## config.mk

```make
export PLATFORM = sky130hd
export DESIGN_NAME = ram_arbiter
export DESIGN_NICKNAME = d
export VERILOG_FILES = /design/src/rtl/ram_arbiter_pkg.sv /design/src/rtl/ram_arbiter_pick.sv /design/src/rtl/ram_arbiter.sv
export SDC_FILE = /design/constraint.sdc
export NUM_CORES = 1
export LEC_CHECK = 0
export BUFFER_PORTS_ARGS = -buffer_cell sky130_fd_sc_hd__buf_2
export CAP_MARGIN = 5
export CORE_MARGIN = 2
export CORE_UTILIZATION = 35
export CTS_CLUSTER_DIAMETER = 80
export DETAILED_ROUTE_END_ITERATION = 7
export PLACE_DENSITY = 0.73
export SLEW_MARGIN = 20
export SYNTH_ARGS = -nofsm -noshare
export SYNTH_HDL_FRONTEND = slang
export SYNTH_SLANG_ARGS = --single-unit
```

## constraint.sdc

```tcl
create_clock -name i_clk -period 1.4 [get_ports i_clk]
set_input_delay 0.07 -clock i_clk [delete_from_list [all_inputs] [get_ports i_clk]]
set_output_delay 0.07 -clock i_clk [all_outputs]
set_load 0.01 [all_outputs]
```

## src/rtl/ram_arbiter_pkg.sv

```systemverilog
// Shared constants for the two-master RAM arbiter: master indices, default widths
// and the read-tag state encoding.
package ram_arbiter_pkg;

    localparam int ADDR_W_DEF = 16;
    localparam int DATA_W_DEF = 16;

    localparam logic M0 = 1'b0;
    localparam logic M1 = 1'b1;

    typedef enum logic [1:0] {
        RD_IDLE = 2'd0,
        RD_M0   = 2'd1,
        RD_M1   = 2'd2
    } rd_state_t;

endpackage

```

## src/rtl/ram_arbiter_pick.sv

```systemverilog
// Combinational 2-way picker. Round robin on a tie when RAM_ARB_RR_EN is defined,
// otherwise fixed priority with m0 always winning.
module ram_arbiter_pick
    import ram_arbiter_pkg::*;
(
    input  logic req0,
    input  logic req1,
    input  logic last_grant,
    output logic gnt0,
    output logic gnt1
);

`ifdef RAM_ARB_RR_EN
    // On a tie the master that did not win last time goes first.
    assign gnt0 = req0 & (~req1 | (last_grant == M1));
`else
    logic unused_last_grant;
    assign unused_last_grant = last_grant;
    assign gnt0 = req0;
`endif

    assign gnt1 = req1 & ~gnt0;

endmodule

```

## src/rtl/ram_arbiter.sv

```systemverilog
// Shares one synchronous RAM port between m0 (CPU) and m1 (DMA). Registers the issue,
// pulses the ack and returns tagged read data two cycles after arbitration.
// Build option: RAM_ARB_RR_EN selects round robin instead of fixed m0 priority.
module ram_arbiter
    import ram_arbiter_pkg::*;
#(
    parameter int ADDR_W = ADDR_W_DEF,
    parameter int DATA_W = DATA_W_DEF
) (
    input  logic              i_clk,
    input  logic              i_rst_n,
    input  logic              m0_req,
    input  logic              m0_we,
    input  logic [ADDR_W-1:0] m0_addr,
    input  logic [DATA_W-1:0] m0_wdata,
    output logic              m0_ack,
    output logic              m0_rvalid,
    output logic [DATA_W-1:0] m0_rdata,
    input  logic              m1_req,
    input  logic              m1_we,
    input  logic [ADDR_W-1:0] m1_addr,
    input  logic [DATA_W-1:0] m1_wdata,
    output logic              m1_ack,
    output logic              m1_rvalid,
    output logic [DATA_W-1:0] m1_rdata,
    output logic [ADDR_W-1:0] ram_addr,
    output logic [DATA_W-1:0] ram_wdata,
    output logic              ram_we,
    input  logic [DATA_W-1:0] ram_rdata
);

    logic              run;
    logic              elig0, elig1;
    logic              gnt0, gnt1, gnt_any;
    logic              sel_we;
    logic [ADDR_W-1:0] sel_addr;
    logic [DATA_W-1:0] sel_wdata;
    logic              last_grant;
    rd_state_t         rd_state, rd_next;

    // Reset is released synchronously: nothing is arbitrated on the first edge after release.
    always_ff @(posedge i_clk or negedge i_rst_n) begin
        if (!i_rst_n) run <= 1'b0;
        else          run <= 1'b1;
    end

    // The master acked this cycle is masked so a held request is never issued twice.
    assign elig0 = run & m0_req & ~m0_ack;
    assign elig1 = run & m1_req & ~m1_ack;

    ram_arbiter_pick u_pick (
        .req0       (elig0),
        .req1       (elig1),
        .last_grant (last_grant),
        .gnt0       (gnt0),
        .gnt1       (gnt1)
    );

    assign gnt_any   = gnt0 | gnt1;
    assign sel_we    = gnt1 ? m1_we    : m0_we;
    assign sel_addr  = gnt1 ? m1_addr  : m0_addr;
    assign sel_wdata = gnt1 ? m1_wdata : m0_wdata;

    always_ff @(posedge i_clk or negedge i_rst_n) begin
        if (!i_rst_n) begin
            m0_ack     <= 1'b0;
            m1_ack     <= 1'b0;
            ram_we     <= 1'b0;
            ram_addr   <= '0;
            ram_wdata  <= '0;
            last_grant <= M1;
        end else begin
            m0_ack <= gnt0;
            m1_ack <= gnt1;
            ram_we <= gnt_any & sel_we;
            if (gnt_any) begin
                ram_addr   <= sel_addr;
                ram_wdata  <= sel_wdata;
                last_grant <= gnt1 ? M1 : M0;
            end
        end
    end

    // Read tag: remembers who owns the read the RAM is servicing this cycle.
    always_ff @(posedge i_clk or negedge i_rst_n) begin
        if (!i_rst_n) rd_state <= RD_IDLE;
        else          rd_state <= rd_next;
    end

    always_comb begin
        rd_next = RD_IDLE;
        if (gnt_any && !sel_we) rd_next = gnt1 ? RD_M1 : RD_M0;
    end

    always_ff @(posedge i_clk or negedge i_rst_n) begin
        if (!i_rst_n) begin
            m0_rvalid <= 1'b0;
            m1_rvalid <= 1'b0;
        end else begin
            m0_rvalid <= (rd_state == RD_M0);
            m1_rvalid <= (rd_state == RD_M1);
        end
    end

    // RAM output is live in the rvalid cycle, so data is steered rather than re-registered.
    assign m0_rdata = m0_rvalid ? ram_rdata : '0;
    assign m1_rdata = m1_rvalid ? ram_rdata : '0;

endmodule

```

-- Yosys cells after proc, flatten, opt, wreduce, memory -nomap -nowiden
Index checks and enable logic that the tools add are counted.
- register bits: 40
- latch bits: 0
- RAM bits: 0
- bits in read-only memories: 0
- input port bits: 86
- output and inout port bits: 69
- logic and storage cells: 30
- memories: 0
- add/subtract/negate cells: 0
- $mul: 0
- divide/modulo/power cells: 0
- magnitude comparators: 0
- equality and inequality tests: 2
- shift-type cells: 0
- multiplexer cells: 7
- bitwise logic cells: 10
- reduce and logical (&&, ||, !) cells: 2
- operators with widths (operator ; number):
    two-way mux 16 bit ; 4
    AND 1 bit ; 6
    two-way mux 2 bit ; 2
    NOT 1 bit ; 3
    equality test 2 x 1 -> 1 bit, second input constant ; 1
    equality test 2 bit, second input constant ; 1
    logical AND 1 bit ; 1
    zero test 1 bit ; 1
    two-way mux 1 bit ; 1
    OR 1 bit ; 1

-- Logic depth before layout (Yosys ltp)
Gate-level depths: netlist of the first run.
- depth after elaboration: 8
- depth in mapped cells: 5
- depth with buffers taken out: 3

-- By module
A second synthesis of the first run with hierarchy kept.
- cells, all modules: 198
- area, all modules: 2035.7 µm²
- modules (own cells, without submodules) (module ; instances ; cells an instance ; area an instance (µm²) ; sequential area each (µm²)):
    ram_arbiter ; 1 ; 196 ; 2014.4 ; 1027.2
    ram_arbiter_pick ; 1 ; 2 ; 21.3 ; 0.0

-- Least setup slack after synthesis of the first run
Ideal clock, no wire load.
- kind: register to register
- start point: register m0_ack
- end point: register ram_addr[0]
- setup time: 0.126 ns
- arrival: 1.308 ns
- data required time: 1.274 ns
- setup slack: -0.034 ns
- stages on the path, launching flop included: 6
- path buffers: 2
- period minus slack after synthesis: 1.434 ns
- path through: dfrtp_1 > nand2b_1 > and3_1 > buf_6 > buf_6 > a221o_1
- cells in the longest elaborated chain, start to end: 5
- elaborated cells on any way between the ends: 6
- those cells by class: mux (1); bitwise (5)
- ends and longest elaborated chain (what ; RTL line ; RTL):
    start, declared ; ram_arbiter.sv:16 ; output logic m0_ack,
    start signal, assigned ; ram_arbiter.sv:73 ; m0_ack <= gnt0;
    NOT 1 bit (*) ; ram_arbiter.sv:48 ; assign elig0 = run & m0_req & ~m0_ack;
    AND 1 bit (*) ; ram_arbiter.sv:48 ;
    NOT 1 bit ; ram_arbiter_pick.sv:22 ; assign gnt1 = req1 & ~gnt0;
    AND 1 bit ; ram_arbiter_pick.sv:22 ;
    two-way mux 16 bit / OR 1 bit (equally long branches) ; ram_arbiter.sv:61, ram_arbiter.sv:59 ;
    end signal, assigned ; ram_arbiter.sv:77 ; ram_addr <= sel_addr;
    end, declared ; ram_arbiter.sv:26 ; output logic [ADDR_W-1:0] ram_addr,
Mark *: on every way between the ends. The rest lies on a longest branch, timed or not.
A chain may end at the register's enable or synchronous reset.

-- Worst setup path in the final report of the first run
- start point: register m0_ack
- end point: register ram_wdata[15]
- cells in the longest elaborated chain, start to end: 5
- elaborated cells on any way between the ends: 6
- those cells by class: mux (1); bitwise (5)
- ends and longest elaborated chain (what ; RTL line ; RTL):
    NOT 1 bit (*) ; ram_arbiter.sv:48 ;
    AND 1 bit (*) ; ram_arbiter.sv:48 ;
    NOT 1 bit ; ram_arbiter_pick.sv:22 ;
    AND 1 bit ; ram_arbiter_pick.sv:22 ;
    two-way mux 16 bit / OR 1 bit (equally long branches) ; ram_arbiter.sv:62, ram_arbiter.sv:59 ;
    end signal, assigned ; ram_arbiter.sv:78 ; ram_wdata <= sel_wdata;
    end, declared ; ram_arbiter.sv:27 ; output logic [DATA_W-1:0] ram_wdata,
Marked as above.

==> impl_summary.md, run 1 <==
Detailed routing
The sum of met2 wire segment lengths after detailed routing is around 2700 um. The detail route stage leaves a number of antenna-violating nets equal to 0. After detailed routing, the wire length on met1 is 2269 um. The average wire per standard cell is ~14 um. Using the TritonRoute via totals, the vias-per-cell ratio works out to between 4 and 5. The routed design has roughly 5500 um of wire. The count of unresolved DRC violations after routing is 0.

In this run the top signal layer used is met4. The via total after detailed routing is ~1,900. The first-pass iteration count of the detailed router is 5. The detailed router finished its first iteration with 77 violations. Wire segments on met3 add up to slightly below 500 um in the final route.

Min path
The worst min-delay path class is primary input to flip-flop.

Timing
The count of final hold-check violations is 0. The worst clock skew on the final layout is 0.007829 ns. The total of endpoints with negative setup slack in the final report is 0. The final worst-path setup slack is roughly 0.05 ns. Summed over all failing endpoints, the final setup total negative slack is 0 ns.

The maximum frequency from static timing analysis is roughly 740 MHz. Across all hold checks on the routed design, the worst slack comes to around 0.0085 ns. The worst pin sits at a relative slew slack of between 60 and 70%. The slew at the pin with the worst max-slew slack is 0.5153 ns. Setup repair after global routing left no endpoint under its margin.

The time the final worst path needs with I/O delays and setup is 1.349 ns. The final clock period utilization by the worst path is 96.38%. The max-slew violation total from the final report came to 0.

Critical path
At the worst endpoint, the arrival time is around 1.5 ns. The setup slack of the most critical reg-to-reg path is 0.05 ns. The worst-case reg-to-reg path depth is 4. The type of element launching the critical path is a flip-flop. The data required time of the worst path is 1.56 ns. The category of the critical setup timing path is flip-flop to flip-flop. The end of the critical path is ram_wdata[15]$_DFFE_PN0P_.

The kind of end point of the critical path is a flip-flop. The startpoint of the worst register-to-register path is m0_ack$_DFF_PN0_. Along the worst path, the maximum fanout reaches 18. The endpoint identified for the worst register-to-register timing path is ram_wdata[15]$_DFFE_PN0P_. The origin of the worst setup path is m0_ack$_DFF_PN0_.

Power and ir drop
The peak supply drop is just over 0.6 mV. Summing internal, switching and leakage power gives roughly 3.2 mW. For this design the static power due to leakage is 1.744 nW. The power per cell area is approximately 1100 mW/mm^2.

Global routing
The first global-routing pass estimated about 8500 um of wire. Entering global routing, the biggest net connects 29 pins. The number of antenna violations at the first check in global routing is 0. Summed over all layers, the global routing overflow is 0.

The number of global-route vias before repair was between 1,500 and 2,000. The overall routing resource usage is about 18%.

Placed design
The global placer's final weighted congestion is between 0.7 and 0.8. The count of buffers from port buffering is between 150 and 200. The half-perimeter wire length after detailed placement is approximately 4300 um. At the placement stage, the worst setup path has a slack of ~0.058 ns.

Die
The area of the die is between 0.006 and 0.007 mm^2. The floorplan row count is 26. The chip width is 77.59 um. The chip height is 77.59 um. The initial cell density of the core is 36.65%. The core area is approximately 0.0052 mm^2. The I/O pin count is 155.

Clocking
The clock sink total is 40. The H-tree depth is 2. The buffer count from post-CTS setup fixing is 0. Buffers inserted to repair hold after CTS numbered 3. The clock insertion delay at the later pin of the skew report is about 0.28 ns. The clock transition time at the flip-flop clock pins of the worst setup and hold paths is around 0.080 ns. The CTS root buffer is sky130_fd_sc_hd__clkbuf_8.

The number of buffers added by the clock tree synthesis step is 5. The clock passes through at most 2 buffers. In this run, post-CTS repair resized a total of 0 instances.

TritonCTS built the clock tree.

Yosys
The register bit total from synthesis is 40. The number of distinct standard cells referenced by the synthesized netlist is 15. The mapped cell area is between 0.0015 and 0.002 mm^2. Sequential elements use between 50% and 60% of the synthesized area.

For this run, the number of Yosys warnings is 0. The mean instance size in the synthesized netlist is roughly 11 um^2. Synthesis produced approximately 170 cells. Synthesis produced a netlist with a net count of roughly 250.

Run
The total of max-cap violations is 0.

Cells and area
The layout overhead on the synthesized area is 56.37%. The number of inserted diodes is 0. Cells with a size suffix above 1 make up a little over half of the layout.

In the final design database the tool counted between 400 and 500 nets. After filler insertion, the fill cell instance count of the layout stands at ~470.

Outcome
The run finished with clean final reports.
==> cells in the mapped netlist <==
cell type / number / area share, %
sky130_fd_sc_hd__nand2b_1: 1 / 0.33
sky130_fd_sc_hd__nand2_1: 1 / 0.20
sky130_fd_sc_hd__dfrtp_1: 40 / 53
sky130_fd_sc_hd__and3_1: 33 / 11
sky130_fd_sc_hd__nand3_1: 1 / 0.26
sky130_fd_sc_hd__buf_6: 4 / 2.4
sky130_fd_sc_hd__a21boi_0: 1 / 0.40
sky130_fd_sc_hd__conb_1: 1 / 0.20
sky130_fd_sc_hd__and2_1: 33 / 11
sky130_fd_sc_hd__o21ai_1: 1 / 0.26
sky130_fd_sc_hd__nor2b_2: 1 / 0.46
sky130_fd_sc_hd__clkbuf_1: 8 / 1.6
sky130_fd_sc_hd__buf_2: 3 / 0.79
sky130_fd_sc_hd__nor2b_1: 5 / 1.7
sky130_fd_sc_hd__a221o_1: 32 / 17
==> per-stage QoR <==
stage | util [%] | cell area, um^2 | instances
2_1_floorplan | - | 1908 | 165
3_3_place_gp | 54.23 | 2805 | 384
3_5_place_dp | 54.23 | 2805 | 384
4_1_cts | 57.31 | 2964 | 394
5_1_grt | 57.31 | 2964 | 394
6_report | 57.31 | 2964 | 394
==> flip-flops by register name (all words and copies together) (netlist names) <==
| name | cells |
|---|---|
| ram_addr | 16 |
| ram_wdata | 16 |
| rd_state | 2 |
| m0_ack | 1 |
| m0_rvalid | 1 |
| m1_ack | 1 |
| m1_rvalid | 1 |
| ram_we | 1 |
| run | 1 |
==> cell families after synthesis <==
family | Yosys count | share of synthesized area [%]
buffers and inverters | 15 | 4.752
AO/OA/AOI/OAI | 34 | 17.56
flip-flops | 40 | 52.81
AND/OR/NAND/NOR | 75 | 24.69
other | 1 | 0.1978
==> power by group <==
group          leakage [nW]  internal (mW)  switching, mW
registers             0.502           1.31         0.0922
logic                  1.18          0.389          0.329
clock network        0.0642          0.702          0.383
total                  1.74           2.40          0.805
==> placed cells by master (no fill, tap or decap) <==
cell                            count
sky130_fd_sc_hd__bufinv_16          2
sky130_fd_sc_hd__nand2b_4           1
sky130_fd_sc_hd__clkbuf_8           5
sky130_fd_sc_hd__buf_12             4
sky130_fd_sc_hd__nor2b_2            1
sky130_fd_sc_hd__a21boi_0           1
sky130_fd_sc_hd__and2_1            33
sky130_fd_sc_hd__conb_1             1
sky130_fd_sc_hd__nand3_1            1
sky130_fd_sc_hd__a221o_1           32
sky130_fd_sc_hd__buf_4              6
sky130_fd_sc_hd__and3_1            32
sky130_fd_sc_hd__buf_2            154
sky130_fd_sc_hd__o21ai_2            1
sky130_fd_sc_hd__nand2_1            1
sky130_fd_sc_hd__dfrtp_1           40
sky130_fd_sc_hd__dlygate4sd3_1      3
sky130_fd_sc_hd__and3_4             1
sky130_fd_sc_hd__nor2b_1            5
==> layer usage <==
metal / global-route usage [%] / up-vias
met4: 3.214 / 0
met3: 5.116 / 6
met5: 0 / -
met2: 30.00 / 100
met1: 22.38 / 900
li1: - / 936
==> layout make-up <==
cell class | count | area [um^2] | area share [%]
clock buffer | 5 | 68.82 | 2.322
timing repair buffer | 167 | 925.9 | 31.24
sequential | 40 | 1001 | 33.77
clock inverter | 2 | 60.06 | 2.026
tap | 70 | 87.58 | 2.955
multi-input combinational | 110 | 820.8 | 27.69
==> worst max-delay path, cell delays in order, from the launching register on <==
cell and delay, ns:
sky130_fd_sc_hd__dfrtp_1 0.40, sky130_fd_sc_hd__nand2b_4 0.15, sky130_fd_sc_hd__and3_4 0.18, sky130_fd_sc_hd__buf_12 0.15
sky130_fd_sc_hd__a221o_1 0.35
==> worst min path at each step <==
stage,from,to,slack (ns),depth (start not counted)
final,m1_addr[3],ram_addr[3]$_DFFE_PN0P_,0.008,2
after global routing,m1_wdata[11],ram_wdata[11]$_DFFE_PN0P_,0.004,2
after CTS,m1_addr[15],ram_addr[15]$_DFFE_PN0P_,0.002,2
after detailed placement,i_rst_n,ram_addr[0]$_DFFE_PN0P_,0.07,1
after global placement,i_rst_n,ram_addr[2]$_DFFE_PN0P_,0.05,1
after floorplan,i_rst_n,m0_ack$_DFF_PN0_,-0.23,0
No activity file was read; power rests on OpenSTA's default activity.
==> run 2: changes to the inputs <==
--- a/config.mk
+++ b/config.mk
@@ -8,10 +8,10 @@
 export BUFFER_PORTS_ARGS = -buffer_cell sky130_fd_sc_hd__buf_2
 export CAP_MARGIN = 5
 export CORE_MARGIN = 2
-export CORE_UTILIZATION = 35
-export CTS_CLUSTER_DIAMETER = 80
+export CORE_UTILIZATION = 30
+export CTS_CLUSTER_DIAMETER = 50
 export DETAILED_ROUTE_END_ITERATION = 7
-export PLACE_DENSITY = 0.73
+export PLACE_DENSITY = 0.64
 export SLEW_MARGIN = 20
 export SYNTH_ARGS = -nofsm -noshare
 export SYNTH_HDL_FRONTEND = slang
==> impl_summary.md, run 2 (same netlist as run 1, synthesis figures left out) <==
Die
The chip height is ~83 um. The chip width is 83.49 um. The initial utilization of the core area, before any placement, comes to 31.46%. Row generation in the floorplan step produced 28 rows. The I/O pin count is about 160. The core area is about 0.0060 mm^2. The die covers 0.006971 mm^2.

Cells and area
The final instance count without filler cells is about 400. The number of antenna diodes in the final layout is 0. The layout overhead on the synthesized area is 61.58%.

The number of nets in the layout is between 400 and 500. The fill cell instance count of the final layout is 583. The library cell used most frequently in the layout, excluding fill and tap cells, is sky130_fd_sc_hd__buf_2. The finished cells cover about 0.0031 mm^2. The largest registers in the layout are ram_addr x16, ram_wdata x16, rd_state x2.

Cells with a size suffix above 1 make up 52.52% of the layout. The multi-input combinational cells in the finished layout cover a total of 823.3 um^2. Across the whole layout, storage elements account for approximately 0.001 mm^2. The library cells used most frequently in the layout, excluding fill and tap cells, are sky130_fd_sc_hd__buf_2 (154), sky130_fd_sc_hd__dfrtp_1 (40), sky130_fd_sc_hd__and2_1 (33).

Clocking
TritonCTS created 5 clock buffers. TritonCTS built the clock tree. The clock sink total is 40. Clock-pin slew was measured on the worst setup and hold paths at approximately 0.08 ns. Clock latency on the worst-skew pair, taken at its later pin, is just under 0.3 ns. The maximum number of buffers from clock root to sink is 2. The number of setup buffers added after CTS is 0. The CTS root buffer is sky130_fd_sc_hd__clkbuf_8.

The H-tree depth is 2.

Power and ir drop
The total design power is between 3 and 4 mW. The clock network fraction of total power is between 30% and 40%. For this design the ratio of total power to cell area is between 1000 and 1500 mW/mm^2. The leakage power summed over all cells is between 1.5 and 2 nW. The internal power summed over all cells is around 2.2 mW.

The switching component of the power is ~850 uW. The part of the total power dissipated in combinational logic is 24.0%. Net switching is about 28% of the power. The sequential share of power is 45.3%. The worst-case IR drop observed on VDD is ~0.47 mV.

Critical path
The critical path is of the flip-flop to flip-flop type. Along the worst path, the maximum fanout reaches 16. The origin of the worst setup path is m0_ack$_DFF_PN0_. The startpoint identified for the worst register-to-register timing path is m0_ack$_DFF_PN0_. The kind of end point of the critical path is a flip-flop.

The setup slack of the most critical reg-to-reg path is 0.06 ns. In this run the worst setup path terminates at ram_addr[14]$_DFFE_PN0P_. In this run the critical register-to-register path is captured at ram_addr[14]$_DFFE_PN0P_. The type of element launching the critical path is a flip-flop. For the worst flop-to-flop path, the logic depth is 4. The signal arrival time at the worst endpoint is 1.52 ns. The data required time of the worst path is ~1.6 ns.

Placed design
Once placement completed, the tool counted placed cells totaling approximately 390. At the end of routability-driven placement, the weighted congestion stood at approximately 0.70. The count of buffers added on input and output ports is between 150 and 200. The half-perimeter wire length after detailed placement is roughly 4400 um. The instance area at placement is between 0.002 and 0.003 mm^2.

Detailed routing
The detailed-route wire length is between 5000 and 6000 um. The uppermost signal routing layer after detailed routing is met4. The via count normalized by instance count is 4.777.

In the final routing, the length of wire on met1 measures roughly 2300 um. The via total after detailed routing is between 1,500 and 2,000. After detailed routing, the met2 layer carries slightly below 3000 um of wire. The pre-antenna-repair detailed-routing pass consisted of 4 iterations. The remaining antenna violation count is 0.

The detailed router finished its first iteration with 79 violations. The average wire per standard cell is about 14 um. For this run, design rule violations remaining after detail routing come to 0.

The met3 wirelength from detailed routing is 544 um.

Global routing
The wire length of the first global-routing pass is 9556 um. The number of global-route vias before repair is 1,982. The number of antenna violations at the first check in global routing is 0. The sum of overflow across all layers after global routing is 0. Across every metal layer, demand over resource in global routing totals 16.96%. The maximum number of pins on one net before global-route repair is 26.

Timing
Setup violations remaining at the end of the flow were counted as 0. On the final layout, the worst clock skew is roughly 0.006 ns. The maximum frequency from static timing analysis is between 700 and 800 MHz. The time the final worst path needs with I/O delays and setup is between 1 and 1.5 ns. Setup repair after global routing left no endpoint under its margin. The count of final hold-check violations was 0. In the finished design, the share of the clock period the worst path needs comes to a little over nine tenths. Adding up every negative setup slack in the final design gives 0 ns. The max-slew violation total from the final report came to 0.

Outcome
The flow ran to the end, and the final reports show no timing, DRC or antenna violations.

Min path
The worst min-delay path class is primary input to flip-flop. Counting instances, the worst hold path has a depth of 2. The worst hold path begins at m1_wdata[2].

Run
The total of max-cap violations is 0.
-- run 2: changes by cell type in the layout (fill, tap and decap cells not counted) --
cell | previous run | this run
sky130_fd_sc_hd__bufinv_16 | 2 | 1
sky130_fd_sc_hd__dlygate4sd3_1 | 3 | 15
sky130_fd_sc_hd__buf_12 | 4 | 3
sky130_fd_sc_hd__nor2b_1 | 5 | 4
sky130_fd_sc_hd__clkinvlp_4 | 0 | 1
sky130_fd_sc_hd__clkinv_2 | 0 | 1
sky130_fd_sc_hd__buf_4 | 6 | 7
sky130_fd_sc_hd__nor2b_2 | 1 | 2
-- run 2: per-stage QoR --
step,setup slack [ns],hold WS (ns),utilization [%]
after floorplan,-0.01405,-0.2256,-
after global placement,0.07918,0.01293,46.45
after detailed placement,0.03937,0.01622,46.45
after CTS,0.02766,0.0002481,50.62
after global routing,0.001991,0.00005304,50.83
final,0.05629,0.005664,50.83
-- run 2: power groups by stage --
| stage | sequential (mW) | combinational (mW) | clock [mW] |
|---|---|---|---|
| global placement | 1.43 | 0.709 | 0 |
| detailed placement | 1.42 | 0.728 | 0 |
| global route | 1.43 | 0.819 | 1.02 |
| finish | 1.40 | 0.743 | 0.950 |
| floorplan | 1.49 | 0.261 | 0 |
| CTS | 1.40 | 0.755 | 0.974 |
-- run 2: repair_timing --
action / in CTS / in global routing
hold endpoints to repair: 28 / 1
resized for setup: 0 / 1
hold buffers: 14 / 1
endpoints found under the setup margin: 0 / 29
-- run 2: cell type report --
| type | count | area share [%] |
|---|---|---|
| multi-input cells | 110 | 26.88 |
| clock buffers | 5 | 2.247 |
| clock inverters | 3 | 1.389 |
| flip-flops and latches | 40 | 32.68 |
| well taps | 75 | 3.064 |
| repair buffers | 179 | 33.74 |
-- run 2: critical path, stage by stage (launching register included) --
cell	delay [ns]
sky130_fd_sc_hd__dfrtp_1	0.40
sky130_fd_sc_hd__nand2b_4	0.15
sky130_fd_sc_hd__and3_4	0.19
sky130_fd_sc_hd__buf_12	0.15
sky130_fd_sc_hd__a221o_1	0.34
-- run 2: how the worst min path moves through the flow --
stage | slack, ns | to
floorplan | -0.23 | m0_ack$_DFF_PN0_
global placement | 0.01 | ram_addr[0]$_DFFE_PN0P_
detailed placement | 0.02 | ram_addr[2]$_DFFE_PN0P_
CTS | 0.0002 | ram_addr[15]$_DFFE_PN0P_
global route | 0.00005 | ram_wdata[10]$_DFFE_PN0P_
finish | 0.006 | ram_wdata[2]$_DFFE_PN0P_
-- run 2: per-layer routing --
metal / vias up / global-route usage (%)
li1: 956 / -
met1: 904 / 19.31
met3: 8 / 5.638
met4: 0 / 4.399
met2: 100 / 30.50
met5: - / 0
